`src/rtl/rf_32.sv`:
```
// rtl/rf_32.sv - 32x32 register file, two read ports and one write port, launched by a start rise.
// Outputs are registered; a read of the address being written returns the new data.
module rf_32 (
    input  logic        clk,
    input  logic        reset,
    input  logic        start,
    input  logic [4:0]  read_addr_s,
    input  logic [4:0]  read_addr_t,
    input  logic [4:0]  write_addr,
    input  logic [31:0] write_data,
    input  logic        write_enabled,
    output logic        finish,
    output logic [31:0] outA,
    output logic [31:0] outB
);

    logic [31:0] register_file [0:31];
    logic        start_q;
    logic        finish_q;
    logic [31:0] outa_q;
    logic [31:0] outb_q;
    logic        launch_d;
    logic [31:0] outa_d;
    logic [31:0] outb_d;

    always_comb begin
        launch_d = start && !start_q;
        outa_d   = register_file[read_addr_s];
        outb_d   = register_file[read_addr_t];
        // Write-first bypass so a same-launch read sees the value being stored.
        if (write_enabled && (read_addr_s == write_addr)) begin
            outa_d = write_data;
        end
        if (write_enabled && (read_addr_t == write_addr)) begin
            outb_d = write_data;
        end
    end

    always_ff @(posedge clk) begin
        if (reset) begin
            for (int i = 0; i < 32; i++) begin
                register_file[i] <= '0;
            end
            outa_q   <= '0;
            outb_q   <= '0;
            finish_q <= 1'b0;
            // Seeded high so a start held through reset must fall and rise again.
            start_q  <= 1'b1;
        end else begin
            start_q <= start;
            if (launch_d) begin
                if (write_enabled) begin
                    register_file[write_addr] <= write_data;
                end
                outa_q   <= outa_d;
                outb_q   <= outb_d;
                finish_q <= 1'b1;
            end else if (!start) begin
                finish_q <= 1'b0;
            end
        end
    end

    assign finish = finish_q;
    assign outA   = outa_q;
    assign outB   = outb_q;

endmodule

```
`config.mk`:
```
export PLATFORM = sky130hd
export DESIGN_NAME = rf_32
export DESIGN_NICKNAME = d
export VERILOG_FILES = /design/src/rtl/rf_32.sv
export SDC_FILE = /design/constraint.sdc
export NUM_CORES = 2
export LEC_CHECK = 0
export ABC_CLOCK_PERIOD_IN_PS = 8650
export CORE_ASPECT_RATIO = 1.5
export CORE_MARGIN = 2
export CORE_UTILIZATION = 35
export DETAILED_ROUTE_END_ITERATION = 6
export GPL_ROUTABILITY_DRIVEN = 0
export SYNTH_ARGS = -nofsm -noshare
export SYNTH_HDL_FRONTEND = slang
export SYNTH_SLANG_ARGS = --single-unit
```
`constraint.sdc`:
```
create_clock -name clk -period 8.65 [get_ports clk]
set_input_delay 1.73 -clock clk [delete_from_list [all_inputs] [get_ports clk]]
set_output_delay 1.73 -clock clk [all_outputs]
set_load 0.03 [all_outputs]
```
==> qor_table.md <==
| Result | Value |
|---|---|
| Launch instance of the worst register-to-register path | start_q |
| Count of buffers inserted at the top-level ports | 115 |
| Area fraction of the dominant cell type after synthesis | 53.13% |
| Number of distinct library cells after synthesis | 62 |
| Mean area per synthesized cell | 14.37 um2 |
| Nature of the critical path endpoint | flip-flop |
| Run status | finished, final reports clean |
| Hold-fix buffer count after cts | 0 |
| Synth Warn # | 0 |
| Worst min-delay path endpoint | finish |
| Count of cells resized by post-cts repair | 0 |
| Clock buffer count from CTS | 100 |
| Deepest clock path buffer count | 3 |
| Leakage component of the power | 23.26 nW |
| DP Area | 61210 um2 |
| Wirelength per Cell | 30.04 um |
| Setup repair after global routing missed its margin | false |
| Power, Total | 0.01210 W |
| Post-route ant nets | 0 |
| Vias in the first global route | 36.75k |
| Rel. slew slack | 12.57% |
| Highest cell delay on the worst timing path | 1320 ps |
| Die Width | 336.0 um |
| Maximum vdd ir drop | 0.0001440 V |
| Upper clock frequency limit | 189.6 MHz |
| Ratio of final minimum period to clock period | 60.98% |
| DRC violation count after routing | 0 |
| Antenna violations before repair | 14 |
| Mapped Nets | 4077 |
| Count of flip-flops with a built-in enable after synthesis | 1024 |
| FF+latch area | 32070 um2 |
| Routed wire length | 186300 um |
| Critical path data required time | 8990 ps |
| Cells after DPL | 6011 |
| Ratio of total power to cell area | 186.9 nW/um2 |
| Placement row count | 182 |
| Total of endpoints with negative setup slack in the final report | 0 |
| Top_reg_cell synth | sky130_fd_sc_hd__edfxtp_1 |
| Leading post-synthesis cells by instance count | sky130_fd_sc_hd__and2_1 (1028), sky130_fd_sc_hd__edfxtp_1 (1024), sky130_fd_sc_hd__mux4_2 (426) |
| Slowest cell on crit path | sky130_fd_sc_hd__o21ai_4 |
| Initial Utilization | 35.25% |
| Cell taking the most area after synthesis | sky130_fd_sc_hd__edfxtp_1 |
| Setup slack on the worst flop-to-flop path | 4690 ps |
| Biggest area contributors in the synthesized netlist | sky130_fd_sc_hd__edfxtp_1 (53%), sky130_fd_sc_hd__mux4_2 (17%), sky130_fd_sc_hd__and2_1 (11%) |
| Total via count after detailed routing | 35.78k |
| First DRT Iteration DRCs | 3661 |
| Die Ht | 502.0 um |
| First-pass DRT Iterations | 7 |
| Final hold violation count | 0 |
| Fin Setup TNS | 0 ps |
| Area added between synthesis and finish | 11.87% |
| Dominant cell by count in the synthesized netlist | sky130_fd_sc_hd__and2_1 |
| Final non-filler cell area | 64740 um2 |
| Standard cell core area | 164200 um2 |
| Logic depth of the worst register-to-register path | 5 |
| Sum of net half-perimeters after detailed placement | 120100 um |
| Maximum number of pins on one net before global-route repair | 116 |
| Final net count | 3956 |
| Combined area of all synthesized cells | 57870 um2 |
| Post-Synthesis Cells | 4026 |
| Final core area utilization | 39.43% |
| Non-filler instance count after layout | 6203 |
| GRT Util Overall | 21.96% |
| Share of synthesized flip-flops with an asynchronous set or reset | 0% |
| Element type at the critical path start | input pin |
| H-tree depth | 3 |
| TritonCTS clock tree | yes |
| Insertion delay to the later sink of the worst-skew pair | 740 ps |
| Vias per Instance | 5.768 |
| Maximum fanout count along the critical path | 50 |
| Number of ports placed on the die boundary | 116 |
| Global-route wire length before repair | 265200 um |
| Share of cells above drive strength 1 | 20.75% |
| Total clock sinks | 1090 |
| Cell Chain, Critical Path | clkdlybuf4s50_1 -> and2b_2 -> buf_4 -> and3_1 -> nand3_2 -> o21ai_4 |
| Flop and latch count out of synthesis | 1090 |
| CP delay by family, top | compound AO/OA/AOI/OAI gates |
| Minimum clock period | 5274 ps |
| Buffering stage count on the worst path with inverters included | 2 |
| Worst reg2reg path endpoint | register_file[7][0] |
| Area of the die | 168700 um2 |
| Sum of overflow across all layers after global routing | 0 |
| Count of pins over their slew limit | 0 |
| Worst hold start | finish |
| Filler cell count | 15.07k |
| Hold path cells | 2 |
| Clock transition at path regs | 70 ps |
| Hold Crit Class | flip-flop to flip-flop |
| Final worst clock skew | 21.68 ps |
| Post-synthesis sequential area ratio | 55.42% |
| Class of the most critical setup path | input pin to flip-flop |
| Max cap viols | 0 |
| Area taken by multi-input logic gates | 24470 um2 |
| Total setup buffers inserted after CTS | 0 |
| Library cell used as clock root buffer | sky130_fd_sc_hd__clkbuf_16 |
| Worst Max-Slew Pin Slew | 1307 ps |
| Worst EP arrival | 5610 ps |
cell type report:
type	count	share of cell area, %
antenna	5	0.01933
tap	2208	4.267
clock buffer	139	4.523
multi-input combinational	2503	37.80
clock inverter	48	0.9045
inverter	3	0.02126
timing repair buffer	207	2.926
sequential	1090	49.54
cells in the final DEF (no fill, tap or decap), drive strengths merged, types with 27 or more instances in the layout:
master / Yosys / routed
nor3: 27 / 27
dfxtp: 66 / 66
buf: 149 / 107
a31oi: 27 / 27
nand2: 38 / 38
and2: 1028 / 1028
nor2b: 45 / 45
a211oi: 51 / 51
clkbuf: 281 / 140
mux2i: 241 / 241
mux2: 44 / 44
nand3: 37 / 37
nor2: 92 / 92
clkdlybuf4s50: 0 / 99
a22o: 37 / 37
mux4: 426 / 426
o22ai: 64 / 64
o21ai: 66 / 66
a22oi: 49 / 49
a21oi: 38 / 38
edfxtp: 1024 / 1024
clkinv: 1 / 30
sequential cells by signal, summed over array words and instances (netlist names):
signal         count
start_q            1
register_file   1024
outB              32
outA              32
finish             1
cell families after synthesis:
kind of cell / count (synthesis) / synth area share [%]
AOI/OAI and AO/OA: 466 / 5.809
xor gates and xnor gates: 10 / 0.1513
DFF: 1090 / 55.42
and+or+nand+nor: 1316 / 13.59
buffers and inverters: 433 / 3.425
muxes: 711 / 21.60
layer usage:
layer	share of wire [%]	routed length, um	global-route usage [%]	vias to the layer above
met2	51	94180	38.05	1555
met1	38	70890	27.15	18640
met3	7.5	13970	3.760	402
met5	0.051	95	0	-
met4	3.9	7192	8.760	18
li1	-	-	-	15160
per-stage QoR:
step                      setup WS [ps]  hold slack [ps]
final                              3376            593.4
after global routing               3238            630.4
after CTS                          3452            597.4
after detailed placement           2692            579.6
after global placement             2732            562.3
after floorplan                    3102            517.0
worst max-delay path by stage:
stage                     depth (start not counted)                    to  startpoint  slack (ps)
after floorplan                                   6  register_file[28][0]       reset        3100
after global placement                            6  register_file[7][31]       start        2730
after detailed placement                          6   register_file[7][7]       start        2690
after CTS                                         6   register_file[7][0]       start        3450
after global routing                              6   register_file[7][0]       start        3240
final                                             6   register_file[7][0]       start        3380
worst min-delay path, stage by stage, from the launching register on:
cell and delay (ps):
sky130_fd_sc_hd__dfxtp_1 330, sky130_fd_sc_hd__nand2b_1 90, sky130_fd_sc_hd__and3_1 140
power breakdown:
| group | total (W) | internal, W | switching (W) |
|---|---|---|---|
| sequential | 0.00600 | 0.00590 | 0.000106 |
| combinational | 0.00125 | 0.000466 | 0.000786 |
| clock | 0.00484 | 0.00275 | 0.00209 |
| total | 0.0121 | 0.00912 | 0.00298 |
No activity file was read; power rests on OpenSTA's default activity.
